`config.mk`:
```
export PLATFORM = sky130hd
export DESIGN_NAME = writeback_queue_flat
export DESIGN_NICKNAME = d
export VERILOG_FILES = /design/src/rtl/writeback_queue_if.sv /design/src/rtl/writeback_queue.sv /design/src/flat_wrapper.sv
export SDC_FILE = /design/constraint.sdc
export NUM_CORES = 1
export LEC_CHECK = 0
export CORE_ASPECT_RATIO = 1.25
export CORE_MARGIN = 3
export CORE_UTILIZATION = 55
export DETAILED_ROUTE_END_ITERATION = 6
export PLACE_DENSITY = 0.8
export SYNTH_ARGS = -nofsm -noshare
export SYNTH_HDL_FRONTEND = slang
export SYNTH_SLANG_ARGS = --single-unit
export TNS_END_PERCENT = 50
```
`constraint.sdc`:
```
create_clock -name clock -period 4.9 [get_ports clock]
set_clock_uncertainty 0.1 [all_clocks]
set_input_delay 0.735 -clock clock [delete_from_list [all_inputs] [get_ports clock]]
set_output_delay 0.735 -clock clock [all_outputs]
set_load 0.01 [all_outputs]
```
`src/rtl/writeback_queue_if.sv`:
```
// Write-back handshake bundle: mem/alu producers in, register-file write port
// and queue status out.
interface writeback_queue_if #(
   parameter int DEPTH = 4
);
   logic                     mem_valid;
   logic [4:0]               mem_address;
   logic [63:0]              mem_data;
   logic                     mem_ready;
   logic                     alu_valid;
   logic [4:0]               alu_address;
   logic [63:0]              alu_data;
   logic                     alu_ready;
   logic [4:0]               rf_address;
   logic [63:0]              rf_data;
   logic                     rf_write;
   logic [31:0]              pending;
   logic [$clog2(DEPTH):0]   count;
   logic                     full;
   logic                     empty;

   modport slave (
      input  mem_valid, mem_address, mem_data, alu_valid, alu_address, alu_data,
      output mem_ready, alu_ready, rf_address, rf_data, rf_write, pending,
             count, full, empty
   );

   modport master (
      output mem_valid, mem_address, mem_data, alu_valid, alu_address, alu_data,
      input  mem_ready, alu_ready, rf_address, rf_data, rf_write, pending,
             count, full, empty
   );
endinterface

```
`src/rtl/writeback_queue.sv`:
```
// Write-back queue: merges mem/alu results (mem first) into an in-order circular
// buffer drained one entry per cycle into a registered register-file write port.

// One buffer slot; exposes its own one-hot pending contribution.
module wbq_slot (
   input  logic        clock,
   input  logic        reset,
   input  logic        wr_en,
   input  logic        clr,
   input  logic [4:0]  addr_in,
   input  logic [63:0] data_in,
   output logic [4:0]  addr,
   output logic [63:0] data,
   output logic [31:0] pend
);
   logic valid;

   always_ff @(posedge clock or negedge reset) begin
      if (!reset) begin
         valid <= 1'b0;
         addr  <= '0;
         data  <= '0;
      end else if (wr_en) begin
         valid <= 1'b1;
         addr  <= addr_in;
         data  <= data_in;
      end else if (clr) begin
         valid <= 1'b0;
      end
   end

   assign pend = valid ? (32'd1 << addr) : 32'd0;
endmodule

module writeback_queue #(
   parameter int DEPTH = 4
) (
   input  logic              clock,
   input  logic              reset,
   writeback_queue_if.slave  wb
);
   localparam int PW = $clog2(DEPTH);
   localparam int CW = PW + 1;

   typedef struct packed {
      logic [4:0]  addr;
      logic [63:0] data;
   } wb_req_t;

   logic [PW-1:0]             wr_ptr, rd_ptr;
   logic [CW-1:0]             cnt;
   logic                      full, empty;
   logic                      mem_acc, alu_acc, push, pop;
   wb_req_t                   req;
   logic [DEPTH-1:0][4:0]     slot_addr;
   logic [DEPTH-1:0][63:0]    slot_data;
   logic [DEPTH-1:0][31:0]    slot_pend;
   logic [4:0]                rf_address;
   logic [63:0]               rf_data;
   logic                      rf_write;
   logic [31:0]               pend_acc;

   // Ready looks only at registered occupancy, never at this cycle's pop.
   assign full    = (cnt == CW'(DEPTH));
   assign empty   = (cnt == '0);
   assign mem_acc = wb.mem_valid && !full;
   assign alu_acc = wb.alu_valid && !full && !wb.mem_valid;

   always_comb begin
      req = '0;
      if (mem_acc)      req = '{addr: wb.mem_address, data: wb.mem_data};
      else if (alu_acc) req = '{addr: wb.alu_address, data: wb.alu_data};
   end

   // Register 31 is hardwired zero: handshake completes, nothing is stored.
   assign push = (mem_acc || alu_acc) && (req.addr != 5'd31);
   assign pop  = !empty;

   for (genvar s = 0; s < DEPTH; s++) begin : g_slot
      wbq_slot u_slot (
         .clock   (clock),
         .reset   (reset),
         .wr_en   (push && (wr_ptr == PW'(s))),
         .clr     (pop && (rd_ptr == PW'(s))),
         .addr_in (req.addr),
         .data_in (req.data),
         .addr    (slot_addr[s]),
         .data    (slot_data[s]),
         .pend    (slot_pend[s])
      );
   end

   always_ff @(posedge clock or negedge reset) begin
      if (!reset) begin
         wr_ptr     <= '0;
         rd_ptr     <= '0;
         cnt        <= '0;
         rf_write   <= 1'b0;
         rf_address <= '0;
         rf_data    <= '0;
      end else begin
         if (push) wr_ptr <= wr_ptr + PW'(1);
         if (pop)  rd_ptr <= rd_ptr + PW'(1);
         cnt      <= cnt + CW'(push) - CW'(pop);
         rf_write <= pop;
         if (pop) begin
            rf_address <= slot_addr[rd_ptr];
            rf_data    <= slot_data[rd_ptr];
         end
      end
   end

   always_comb begin
      pend_acc = '0;
      for (int s = 0; s < DEPTH; s++) pend_acc |= slot_pend[s];
      if (rf_write) pend_acc[rf_address] = 1'b1;
      pend_acc[31] = 1'b0;
   end

   assign wb.mem_ready  = !full;
   assign wb.alu_ready  = !full && !wb.mem_valid;
   assign wb.rf_address = rf_address;
   assign wb.rf_data    = rf_data;
   assign wb.rf_write   = rf_write;
   assign wb.pending    = pend_acc;
   assign wb.count      = cnt;
   assign wb.full       = full;
   assign wb.empty      = empty;
endmodule
```
`src/flat_wrapper.sv`:
```
// flat-port wrapper written by rule: the top's interface ports become plain ports
module writeback_queue_flat 
#(
   parameter int DEPTH = 4
)
  (clock, reset, wb_mem_valid, wb_mem_address, wb_mem_data, wb_alu_valid, wb_alu_address, wb_alu_data, wb_mem_ready, wb_alu_ready, wb_rf_address, wb_rf_data, wb_rf_write, wb_pending, wb_count, wb_full, wb_empty);
  writeback_queue_if #(.DEPTH(DEPTH)) wb_i ();
  input  logic clock;
  input  logic reset;
  input wire logic [$bits(wb_i.mem_valid)-1:0] wb_mem_valid;
  input wire logic [$bits(wb_i.mem_address)-1:0] wb_mem_address;
  input wire logic [$bits(wb_i.mem_data)-1:0] wb_mem_data;
  input wire logic [$bits(wb_i.alu_valid)-1:0] wb_alu_valid;
  input wire logic [$bits(wb_i.alu_address)-1:0] wb_alu_address;
  input wire logic [$bits(wb_i.alu_data)-1:0] wb_alu_data;
  output wire logic [$bits(wb_i.mem_ready)-1:0] wb_mem_ready;
  output wire logic [$bits(wb_i.alu_ready)-1:0] wb_alu_ready;
  output wire logic [$bits(wb_i.rf_address)-1:0] wb_rf_address;
  output wire logic [$bits(wb_i.rf_data)-1:0] wb_rf_data;
  output wire logic [$bits(wb_i.rf_write)-1:0] wb_rf_write;
  output wire logic [$bits(wb_i.pending)-1:0] wb_pending;
  output wire logic [$bits(wb_i.count)-1:0] wb_count;
  output wire logic [$bits(wb_i.full)-1:0] wb_full;
  output wire logic [$bits(wb_i.empty)-1:0] wb_empty;
  assign wb_i.mem_valid = wb_mem_valid;
  assign wb_i.mem_address = wb_mem_address;
  assign wb_i.mem_data = wb_mem_data;
  assign wb_i.alu_valid = wb_alu_valid;
  assign wb_i.alu_address = wb_alu_address;
  assign wb_i.alu_data = wb_alu_data;
  assign wb_mem_ready = wb_i.mem_ready;
  assign wb_alu_ready = wb_i.alu_ready;
  assign wb_rf_address = wb_i.rf_address;
  assign wb_rf_data = wb_i.rf_data;
  assign wb_rf_write = wb_i.rf_write;
  assign wb_pending = wb_i.pending;
  assign wb_count = wb_i.count;
  assign wb_full = wb_i.full;
  assign wb_empty = wb_i.empty;
  writeback_queue #(.DEPTH(DEPTH)) u_core (.clock(clock), .reset(reset), .wb(wb_i));
endmodule
```
==> impl_results.rst <==
.. list-table::
   :header-rows: 1

   * - Metric
     - Value
   * - Metal2 WL
     - between 20,000 and 25,000 um
   * - Post-layout min period
     - 3.76 ns
   * - Commonest cells in the synthesized netlist
     - sky130_fd_sc_hd__dfrtp_1, sky130_fd_sc_hd__nand2_1, sky130_fd_sc_hd__mux2_2
   * - Diodes inserted
     - 0
   * - Critical path class
     - register to primary output
   * - Per-cell via count in the routed design
     - just over 6
   * - Cell-internal power
     - 0.00960 W
   * - Post-synth EDFFs
     - 0
   * - Vias in the first global route
     - 13,073
   * - Final slew viol count
     - 0
   * - GPL Wtd Cong
     - 0.958
   * - Wire length of the first global-routing pass
     - 72,900 um
   * - Final Worst Setup Slack
     - approximately 1.1 ns
   * - Layout fillers
     - between 2,000 and 2,500
   * - Number of buffers between clock root and the deepest sink
     - 3
   * - Wire length per cell
     - around 22 um
   * - Post-route met1 wirelength
     - 17,700 um
   * - Maximum operating frequency
     - roughly 270 MHz
   * - Overall routed net length
     - 45,100 um
   * - Measured slew at the worst slew-check pin
     - 1.11 ns
   * - Die extent in x
     - 167 um
   * - Standard cell core area
     - 0.0319 mm^2
   * - Number of buffer cells added on primary ports
     - approximately 250
   * - Dominant register cell in the synthesized netlist
     - sky130_fd_sc_hd__dfrtp_1
   * - Syn nets
     - 1,527
   * - Area share of the largest cell type after synthesis
     - 0.502
   * - Remaining max-slew budget at the tightest pin
     - 0.258
   * - Proportion of total power due to net switching
     - 0.353
   * - Crit-path max FO
     - 9
   * - HPWL after DPL
     - 29,800 um
   * - Yosys warning total
     - 0
   * - Total track usage
     - 0.260
   * - TritonCTS clock tree
     - done
   * - Initial antenna violation count
     - 0
   * - Setup repair after global routing missed its margin
     - false
   * - Post-cts sizing count
     - 0
   * - Endpoint type of the worst setup path
     - primary output
   * - CTS buffer count
     - 35
   * - Number of distinct library cells after synthesis
     - 57
   * - Leakage dissipation
     - 9.67 nW
   * - Highest ir drop seen on vdd
     - 0.512 mV
   * - Antenna viol nets, final
     - 0
   * - Status
     - finished, final reports clean
   * - Worst hold path class
     - input port to asynchronous set/reset pin
   * - Maximum number of pins on one net before global-route repair
     - 113
   * - FP Rows
     - 73
   * - Number of design-rule violations left by the first detailed-router iteration
     - 1,002
   * - Number of sinks driven by the clock tree
     - 357
   * - Clk slew on worst S/H paths
     - roughly 0.070 ns
   * - Net switching power
     - 0.00523 W
   * - Min Hold Slack
     - about 0.17 ns
   * - Number of synthesized register bits
     - 357
   * - Clock tree root buffer cell
     - sky130_fd_sc_hd__clkbuf_16
   * - Number of optimization iterations in the first detailed-route pass
     - 5
   * - Clock network latency to the later pin of the worst-skew pair
     - 0.52 ns
   * - Avg Inst Size Synth
     - 12.9 um^2
   * - Area contributors post-synth
     - sky130_fd_sc_hd__dfrtp_1, sky130_fd_sc_hd__mux2_4, sky130_fd_sc_hd__mux4_2, sky130_fd_sc_hd__mux2_2, sky130_fd_sc_hd__nand2_1
   * - Share of cells above drive strength 1
     - 0.251
   * - Total via count in the routed design
     - 12,195
   * - Fraction of the yosys area taken by sequential cells
     - 0.502
   * - Total Nets Final
     - approximately 1,700
   * - Height of the die
     - about 210 um
   * - Async set-or-reset flop fraction in the synthesized netlist
     - 1.00
   * - Worst reg-to-reg path cell count
     - 6
   * - Part of the power in registers
     - 0.370
   * - Largest area contributor in the netlist
     - sky130_fd_sc_hd__dfrtp_1
   * - I/O pin count
     - between 200 and 300
   * - Post-route fraction of the period consumed by the critical path
     - 0.768
   * - Combinational group share of total power
     - 0.446
   * - # Max-Cap Violations
     - 0
   * - Power Density
     - roughly 680 mW/mm^2
   * - Most frequent cell after synthesis
     - sky130_fd_sc_hd__dfrtp_1
   * - Required time at the endpoint of the critical path
     - 4.07 ns
   * - Total DRC errors in the routed layout
     - 0
   * - Signal arrival time at the worst endpoint
     - 2.93 ns
   * - Count of endpoints failing setup in the final report
     - 0
   * - Initial core utilization
     - 0.558
   * - Setup Slack @ Placement
     - 1.22 ns
   * - Highest metal layer with signal wires
     - met4
   * - Post-synthesis instance total
     - between 1,000 and 1,500
   * - # hold bufs at CTS
     - 0
   * - Fin. Hold Viols
     - 0
   * - Post-synthesis instance area
     - roughly 0.018 mm^2
   * - Startpoint kind of the worst setup timing path
     - register
   * - Aggregate negative setup slack
     - 0 ns
   * - Total overflow reported by the global router
     - 0
   * - Synthesis-to-layout area growth
     - 21.8%
   * - Fraction of power consumed by the clock network
     - 0.184
   * - Die area
     - 0.0345 mm^2
   * - Post-CTS Setup Bufs
     - 0
   * - Number of levels the H-tree was split into
     - 2
   * - Met3 routed WL
     - about 2300 um
## state kept, by name (all words and copies together), names as in the netlist
register,count
u_core.g_slot.u_slot.valid,4
u_core.wr_ptr,2
u_core.wb.rf_write,1
u_core.rd_ptr,2
u_core.g_slot.u_slot.data,256
u_core.wb.rf_address,5
u_core.wb.count,3
u_core.g_slot.u_slot.addr,20
u_core.wb.rf_data,64
## area by class of cell
cell class | count | area (um^2) | area share
clock inverters | 7 | 103 | 0.00474
repair buffers | 266 | 2710 | 0.125
multi-input cells | 901 | 8280 | 0.382
clock buffers | 55 | 1060 | 0.0491
inverters | 12 | 50.0 | 0.00231
well taps | 412 | 515 | 0.0238
flip-flops and latches | 357 | 8940 | 0.413
## per-stage QoR
step | area [um^2] | util | power, W | cells
after floorplan | 17800 | - | 0.00984 | 1374
after CTS | 21700 | 0.680 | 0.0149 | 2010
final | 21700 | 0.680 | 0.0148 | 2010
after global routing | 21700 | 0.680 | 0.0157 | 2010
after global placement | 20500 | 0.643 | 0.0119 | 1948
after detailed placement | 20500 | 0.643 | 0.0121 | 1948
## logic make-up (layout without fill, tap and decap cells)
logic type	after synthesis	count (layout)	synth area share
mux	334	334	0.280
buf+inv	116	340	0.0330
fa+ha+maj	11	11	0.00816
flops	357	357	0.502
simple gates	394	394	0.100
xor+xnor	4	4	0.00197
compound gates	157	157	0.0737
other cells	1	1	0.000211
## layout by cell type, fill, tap and decap left out, drive strengths merged, types with 12 or more instances in the layout
master,n
dfrtp,357
mux2,265
clkdlybuf4s50,248
nand2,240
mux4,69
a22o,67
clkbuf,55
nor2,34
nand3,32
a22oi,20
nor3,18
buf,18
nand2b,16
a2bb2oi,13
inv,13
o22ai,12
## routing by layer
metal / vias up / track usage
li1: 5399 / -
met1: 6234 / 0.329
met2: 458 / 0.461
met3: 104 / 0.0368
met4: 0 / 0.0891
met5: - / 0
## final timing paths
check,startpoint,end,slack (ns)
hold / removal,reset,u_core.g_slot[2].u_slot.data[51]$_DFFE_PN0P_,0.17
hold reg to reg,u_core.wb.rf_data[41]$_DFFE_PN0N_,u_core.wb.rf_data[41]$_DFFE_PN0N_,0.36
setup / recovery,u_core.wb.rf_address[0]$_DFFE_PN0N_,wb_pending[20],1.14
setup reg to reg,u_core.wb.count[1]$_DFF_PN0_,u_core.g_slot[3].u_slot.addr[2]$_DFFE_PN0P_,1.96
min in group clock,u_core.wb.rf_data[41]$_DFFE_PN0N_,u_core.wb.rf_data[41]$_DFFE_PN0N_,0.36
max in group asynchronous,reset,u_core.g_slot[2].u_slot.data[26]$_DFFE_PN0P_,3.43
## power by group through the flow
stage	Clock, W	Sequential [W]	Combinational [W]
2_1_floorplan	0	0.00491	0.00493
3_3_place_gp	0	0.00543	0.00647
3_5_place_dp	0	0.00550	0.00664
4_1_cts	0.00277	0.00548	0.00667
5_1_grt	0.00289	0.00567	0.00710
6_report	0.00272	0.00549	0.00661
## worst max-delay path, cell delays in order, from the launching register on
cell	delay, ns
sky130_fd_sc_hd__dfrtp_1	0.47
sky130_fd_sc_hd__nor3b_1	0.94
sky130_fd_sc_hd__a221oi_1	0.23
sky130_fd_sc_hd__o311ai_0	0.18
sky130_fd_sc_hd__clkdlybuf4s50_1	0.61
Note: power is estimated with default switching activity, not from simulation.
